## config.mk

```make
export PLATFORM = sky130hd
export DESIGN_NAME = sarray_ld_seq
export DESIGN_NICKNAME = d
export VERILOG_FILES = /design/src/rtl/sarray_ld_seq.sv
export SDC_FILE = /design/constraint.sdc
export NUM_CORES = 1
export LEC_CHECK = 0
export CAP_MARGIN = 20
export CORE_AREA = 2 2 672 674
export DETAILED_ROUTE_END_ITERATION = 8
export DIE_AREA = 0 0 674 676
export HOLD_SLACK_MARGIN = 0.1
export PLACE_DENSITY = 0.3
export SKIP_LAST_GASP = 1
export SYNTH_ARGS = -nofsm -noshare
export SYNTH_HDL_FRONTEND = slang
export SYNTH_SLANG_ARGS = --single-unit
```

## constraint.sdc

```tcl
create_clock -name clk -period 2.3 [get_ports clk]
set_input_delay 0.69 -clock clk [delete_from_list [all_inputs] [get_ports clk]]
set_output_delay 0.69 -clock clk [all_outputs]
set_load 0.01 [all_outputs]
```

## src/rtl/sarray_ld_seq.sv

```systemverilog
// Systolic-tile load sequencer: strided bounded-outstanding reads, zero-latency R routing to A buffer or stream.
// Backpressure from st_ready_i stalls R for TMMA/PRELOADC; define SARRAY_LD_SEQ_PERF_EN for busy/stall counters.
module sarray_ld_seq #(
  parameter int ADDR_W    = 64,
  parameter int DATA_W    = 512,
  parameter int BEATS     = 64,
  parameter int STRIDE    = 256,
  parameter int MAX_OUTST = 8,
  parameter int PREC_W    = 2
) (
  input  logic                     clk,
  input  logic                     rst_n,
  input  logic                     tinst_valid_i,
  output logic                     tinst_ready_o,
  input  logic [1:0]               tinst_type_i,
  input  logic [ADDR_W-1:0]        tinst_addr_i,
  input  logic [PREC_W-1:0]        tinst_precision_i,
  input  logic                     tinst_acc_i,
  output logic                     ar_valid_o,
  input  logic                     ar_ready_i,
  output logic [ADDR_W-1:0]        ar_addr_o,
  input  logic                     r_valid_i,
  output logic                     r_ready_o,
  input  logic [DATA_W-1:0]        r_data_i,
  output logic                     abuf_wr_valid_o,
  output logic                     abuf_wr_id_o,
  output logic [$clog2(BEATS)-1:0] abuf_wr_addr_o,
  output logic [DATA_W-1:0]        abuf_wr_data_o,
  output logic                     abuf_rd_id_o,
  output logic                     st_valid_o,
  input  logic                     st_ready_i,
  output logic [DATA_W-1:0]        st_data_o,
  output logic [$clog2(BEATS)-1:0] st_cnt_o,
  output logic                     st_type_o,
  output logic [PREC_W-1:0]        st_precision_o,
  output logic                     st_acc_o,
  output logic                     done_o,
  output logic [1:0]               done_type_o
`ifdef SARRAY_LD_SEQ_PERF_EN
  ,
  output logic [31:0]              perf_busy_o,
  output logic [31:0]              perf_stall_o
`endif
);

  localparam int IDX_W = $clog2(BEATS);
  localparam int OST_W = $clog2(MAX_OUTST + 1);
  localparam logic [IDX_W:0]   BEATS_C = (IDX_W + 1)'(BEATS);
  localparam logic [IDX_W-1:0] LAST_C  = IDX_W'(BEATS - 1);
  localparam logic [OST_W-1:0] MAXO_C  = OST_W'(MAX_OUTST);

  localparam logic [1:0] T_TMMA = 2'd0;
  localparam logic [1:0] T_PREA = 2'd1;
  localparam logic [1:0] T_PREC = 2'd2;
  localparam logic [1:0] T_RSVD = 2'd3;

  typedef enum logic {S_IDLE, S_RUN} state_t;

  state_t              state_q, state_d;
  logic [1:0]          type_q, type_d;
  logic [ADDR_W-1:0]   ar_addr_q, ar_addr_d;
  logic [PREC_W-1:0]   prec_q, prec_d;
  logic                acc_q, acc_d;
  logic [IDX_W:0]      ar_idx_q, ar_idx_d;
  logic [IDX_W-1:0]    r_idx_q, r_idx_d;
  logic [OST_W-1:0]    outst_q, outst_d;
  logic                rd_bank_q, rd_bank_d;
  logic                wr_bank_q, wr_bank_d;
  logic                done_q, done_d;
  logic [1:0]          done_type_q, done_type_d;

  logic run;
  logic is_prea;
  logic accept;
  logic ar_hs;
  logic r_hs;
  logic last_beat;

  assign run       = (state_q == S_RUN);
  assign is_prea   = (type_q == T_PREA);
  assign accept    = tinst_valid_i & tinst_ready_o & (tinst_type_i != T_RSVD);
  assign ar_hs     = ar_valid_o & ar_ready_i;
  assign r_hs      = r_valid_i & r_ready_o;
  assign last_beat = r_hs & (r_idx_q == LAST_C);

  assign tinst_ready_o = (state_q == S_IDLE);
  assign ar_valid_o    = run & (ar_idx_q < BEATS_C) & (outst_q < MAXO_C);
  assign ar_addr_o     = ar_addr_q;
  // Beats arriving while idle are a protocol error and are never accepted.
  assign r_ready_o     = run & (is_prea | st_ready_i);

  assign abuf_wr_valid_o = r_valid_i & run & is_prea;
  assign abuf_wr_id_o    = wr_bank_q;
  assign abuf_wr_addr_o  = r_idx_q;
  assign abuf_wr_data_o  = r_data_i;
  assign abuf_rd_id_o    = rd_bank_q;

  assign st_valid_o     = r_valid_i & run & ~is_prea;
  assign st_data_o      = r_data_i;
  assign st_cnt_o       = r_idx_q;
  assign st_type_o      = (type_q == T_PREC);
  assign st_precision_o = prec_q;
  assign st_acc_o       = acc_q;

  assign done_o      = done_q;
  assign done_type_o = done_type_q;

  always_comb begin
    state_d     = state_q;
    type_d      = type_q;
    ar_addr_d   = ar_addr_q;
    prec_d      = prec_q;
    acc_d       = acc_q;
    ar_idx_d    = ar_idx_q;
    r_idx_d     = r_idx_q;
    outst_d     = outst_q;
    rd_bank_d   = rd_bank_q;
    wr_bank_d   = wr_bank_q;
    done_d      = 1'b0;
    done_type_d = done_type_q;
    case (state_q)
      S_IDLE: begin
        if (accept) begin
          state_d   = S_RUN;
          type_d    = tinst_type_i;
          ar_addr_d = tinst_addr_i;
          prec_d    = tinst_precision_i;
          acc_d     = tinst_acc_i;
          ar_idx_d  = '0;
          r_idx_d   = '0;
          outst_d   = '0;
        end
      end
      S_RUN: begin
        if (ar_hs) begin
          ar_idx_d  = ar_idx_q + 1'b1;
          ar_addr_d = ar_addr_q + ADDR_W'(STRIDE);
        end
        // Simultaneous request and return leave the count unchanged; an unsolicited return cannot underflow it.
        if (ar_hs && !r_hs) begin
          outst_d = outst_q + 1'b1;
        end else if (!ar_hs && r_hs && (outst_q != '0)) begin
          outst_d = outst_q - 1'b1;
        end
        if (r_hs) begin
          r_idx_d = r_idx_q + 1'b1;
        end
        if (last_beat) begin
          state_d     = S_IDLE;
          done_d      = 1'b1;
          done_type_d = type_q;
          if (is_prea) begin
            rd_bank_d = wr_bank_q;
            wr_bank_d = ~wr_bank_q;
          end
        end
      end
      default: state_d = S_IDLE;
    endcase
  end

  always_ff @(posedge clk or negedge rst_n) begin
    if (!rst_n) begin
      state_q     <= S_IDLE;
      type_q      <= T_TMMA;
      ar_addr_q   <= '0;
      prec_q      <= '0;
      acc_q       <= 1'b0;
      ar_idx_q    <= '0;
      r_idx_q     <= '0;
      outst_q     <= '0;
      rd_bank_q   <= 1'b0;
      wr_bank_q   <= 1'b1;
      done_q      <= 1'b0;
      done_type_q <= 2'd0;
    end else begin
      state_q     <= state_d;
      type_q      <= type_d;
      ar_addr_q   <= ar_addr_d;
      prec_q      <= prec_d;
      acc_q       <= acc_d;
      ar_idx_q    <= ar_idx_d;
      r_idx_q     <= r_idx_d;
      outst_q     <= outst_d;
      rd_bank_q   <= rd_bank_d;
      wr_bank_q   <= wr_bank_d;
      done_q      <= done_d;
      done_type_q <= done_type_d;
    end
  end

`ifdef SARRAY_LD_SEQ_PERF_EN
  logic [31:0] perf_busy_q;
  logic [31:0] perf_stall_q;
  logic        stall;

  assign stall        = run & ((r_valid_i & ~r_ready_o) | (ar_valid_o & ~ar_ready_i));
  assign perf_busy_o  = perf_busy_q;
  assign perf_stall_o = perf_stall_q;

  always_ff @(posedge clk or negedge rst_n) begin
    if (!rst_n) begin
      perf_busy_q  <= '0;
      perf_stall_q <= '0;
    end else begin
      if (run && (perf_busy_q != 32'hFFFF_FFFF)) begin
        perf_busy_q <= perf_busy_q + 32'd1;
      end
      if (stall && (perf_stall_q != 32'hFFFF_FFFF)) begin
        perf_stall_q <= perf_stall_q + 32'd1;
      end
    end
  end
`endif

endmodule
```

==> results.sh <==
export IMPL_start_util_pct=2.909
export IMPL_fmax_ghz=0.4220
export IMPL_cts_sinks=92
export IMPL_grtUsageTotal_pct=10.88
export IMPL_ys_types=58
export IMPL_p_sw_w=0.006008
export IMPL_port_buffers=164
export IMPL_syn_avg_cell_area_um2=7.882
export IMPL_pwr_share_clk_pct=18.8
export IMPL_crit_arrival_ps=1680
export IMPL_rows=246
export IMPL_path_max_fanout=2
export IMPL_finalHoldViolations=0
export IMPL_synthArstFlopShare_pct=100.0
export IMPL_syn_num_nets=2246
export IMPL_drt_pass1_iterations=7
export IMPL_synth_cells=1653
export IMPL_violations="negative setup slack"
export IMPL_clkLatencyLatePin_ps=560
export IMPL_finalCriticalPeriod_ps=2369
export IMPL_relSlewSlack_pct=60.50
export IMPL_chipHeight_um=676
export IMPL_grt_first_pass_wirelength_um=278600
export IMPL_die_area_um2=455600
export IMPL_yosysWarnings=0
export IMPL_slew_viol_final=0
export IMPL_synth_edf_count=0
export IMPL_setup_viol=4
export IMPL_period_share_pct=103.0
export IMPL_num_io_pins=1701
export IMPL_r2r_end="outst_q[3]$_DFFE_PN0P_"
export IMPL_wl_per_cell_um=37.53
export IMPL_swShare_pct=49.06
export IMPL_worstSetupPathType="reg -> out"
export IMPL_core_um2=447800
export IMPL_routabilityCongestion=0.7252
export IMPL_hold_path_class="reg -> reg"
export IMPL_ys_flop_type="dfrtp_1"
export IMPL_dp_slack_ps=-609.8
export IMPL_r2r_start="run$_DFF_PN0_"
export IMPL_layout_drive_gt1_share_pct=25.94
export IMPL_p_total_w=0.01225
export IMPL_dieWidth_um=674
export IMPL_grt_pass1_vias=8625
export IMPL_grt_overflow=0
export IMPL_yosysSeqAreaShare_pct=17.68
export IMPL_setup_slack_ps=-69.47
export IMPL_syn_to_final_growth_pct=25.33
export IMPL_h_tree_depth=3
export IMPL_maxCapViolations=0
export IMPL_worst_pin_slew_ps=592.5
export IMPL_status="finished, violations left"
export IMPL_cts_tree="yes"
export IMPL_drc=0
export IMPL_crit_path_start="run$_DFF_PN0_"
export IMPL_detail_route_iter0_violations=629
export IMPL_cellLeakagePower_nw=4.155
export IMPL_via_per_inst=1.304
export IMPL_dp_hpwl_um=243300
export IMPL_skew_ps=34.38
export IMPL_crit_path_start_kind="register"
export IMPL_numCtsBuffers=13
export IMPL_crit_path_end_kind="output pin"
export IMPL_syn_area_um2=13030
export IMPL_seq_power_share_pct=23.0
export IMPL_vias=8968
export IMPL_endpoint="st_valid_o"
export IMPL_cts_root_buffer="clkbuf_16"
export IMPL_reg2reg_depth=14
export IMPL_path_clk_slew_ps=120
export IMPL_rsz0062_at_grt="yes"
export IMPL_p_int_w=0.006239
export IMPL_p_per_area_nw_per_um2=750.0
export IMPL_antenna_found_initial=58
export IMPL_nets=1497
export IMPL_ant_nets=0
export IMPL_wirelength_um=258100
export IMPL_placed_area_um2=15560
export IMPL_stdcell_area_um2=16330
export IMPL_rrSetupSlack_ps=-50
export IMPL_ir_drop_mv=0.3453
export IMPL_cp_required_ps=1610
export IMPL_pwr_share_comb_pct=58.2
export IMPL_synth_seq_cells=92
export IMPL_clock_path_buffers=3
export IMPL_grt_max_degree=39
[worst min-delay path by stage]
stage               slack [ps]                     startpoint                             to  cells after the start
detailed placement         470       ar_addr_o[4]$_DFFE_PN0P_       ar_addr_o[4]$_DFFE_PN0P_                      2
global placement           460  st_precision_o[1]$_DFFE_PN0P_  st_precision_o[1]$_DFFE_PN0P_                      2
finish                     490       ar_addr_o[4]$_DFFE_PN0P_       ar_addr_o[4]$_DFFE_PN0P_                      2
global route               520       abuf_wr_id_o$_DFFE_PN1P_       abuf_wr_id_o$_DFFE_PN1P_                      1
floorplan                  390                          rst_n       abuf_rd_id_o$_DFFE_PN0P_                      0
CTS                        490     done_type_o[1]$_DFFE_PN0P_     done_type_o[1]$_DFFE_PN0P_                      2
[through the flow]
| step | instances | hold slack, ps | TNS, ps | utilization (%) |
|---|---|---|---|---|
| 4_1_cts | 6852 | 493.8 | -701.3 | 3.588 |
| 5_1_grt | 6859 | 518.2 | -775.4 | 3.635 |
| 3_5_place_dp | 6823 | 469.2 | -23860 | 3.474 |
| 2_1_floorplan | 1653 | 394.4 | 0 | - |
| 3_3_place_gp | 6823 | 458.9 | -22350 | 3.474 |
| 6_report | 6879 | 488.9 | -163.9 | 3.646 |
[critical path, stage by stage, from the launching register on]
cell,delay [ps]
dfrtp_4,500
buf_12,140
buf_8,120
nand2_8,80
buf_6,110
nor2_4,40
buf_12,140
[final cells by class]
type                    count  area (um2)
clock buffers              14       339.1
well taps                5952        7447
diodes                     21       52.55
fillers                 53231      431500
inverters                   9       46.29
repair buffers            296        3064
clock inverters             3       18.77
multi-input cells         492        3049
flip-flops and latches     92        2312
[power groups by stage]
| stage | logic (W) | registers, W | clock network, W |
|---|---|---|---|
| floorplan | 0.00362 | 0.00292 | 0 |
| global placement | 0.00716 | 0.00289 | 0 |
| detailed placement | 0.00716 | 0.00289 | 0 |
| CTS | 0.00737 | 0.00282 | 0.00257 |
| global route | 0.00784 | 0.00291 | 0.00255 |
| finish | 0.00713 | 0.00282 | 0.00230 |
[cell usage after synthesis, types with 6 or more instances]
master | n | area (um2)
mux2i_1 | 19 | 190.2
nand3_1 | 41 | 205.2
nor3_1 | 15 | 75.07
clkbuf_1 | 21 | 78.83
dfrtp_1 | 91 | 2277
o22ai_1 | 14 | 87.58
nand4_1 | 16 | 100.1
a32oi_1 | 8 | 70.07
nand2_1 | 132 | 495.5
o21ai_0 | 35 | 175.2
buf_4 | 1030 | 7732
a211oi_1 | 6 | 45.04
xor2_1 | 7 | 61.31
a21oi_1 | 31 | 155.2
inv_1 | 8 | 30.03
buf_2 | 6 | 30.03
a31oi_1 | 9 | 56.30
and4_1 | 7 | 61.31
nor2_1 | 53 | 198.9
and3_1 | 13 | 81.33
nor4_1 | 9 | 56.30
[state kept, by name (all words and copies together), names as in the netlist]
name and flops:
abuf_rd_id_o 1, outst_q 4, run 1, done_o 1, type_q 2, abuf_wr_addr_o 6, ar_addr_o 64, st_acc_o 1
abuf_wr_id_o 1, ar_idx_q 7, done_type_o 2, st_precision_o 2
[logic make-up after synthesis]
kind of cell,share of synthesized area (%)
and+or+nand+nor,11.93
xor gates and xnor gates,0.6723
DFF,17.68
AOI/OAI and AO/OA,7.011
muxes,1.546
buffers and inverters,60.53
adders and majority gates,0.6338
[metal layers]
| layer | routed length, um | global-route usage, % |
|---|---|---|
| met1 | 36190 | 4.349 |
| met2 | 122200 | 18.45 |
| met3 | 89520 | 17.85 |
| met4 | 9305 | 2.956 |
| met5 | 911 | 1.126 |
[what timing repair did]
item,in CTS,in global routing
gates resized for setup,90,28
pin swaps,3,7
hold buffers,1,0
setup buffers,13,5
endpoints found under the hold margin,12,0
cloned,0,1
setup endpoints to repair,59,30
[cell usage in the layout (no fill, tap or decap), types with 8 or more instances in the layout]
cell	n
clkdlybuf4s50_1	81
nor3_1	12
a31oi_1	9
buf_6	11
a32oi_1	8
and3_1	12
clkbuf_16	14
dlygate4sd2_1	48
nand4_1	16
diode_2	21
dfrtp_1	86
mux2i_1	19
a21oi_1	27
buf_4	111
nand2_1	128
o21ai_0	35
o22ai_1	14
nor2_1	48
nand3_1	41
buf_12	40
No activity file was read; power rests on OpenSTA's default activity.
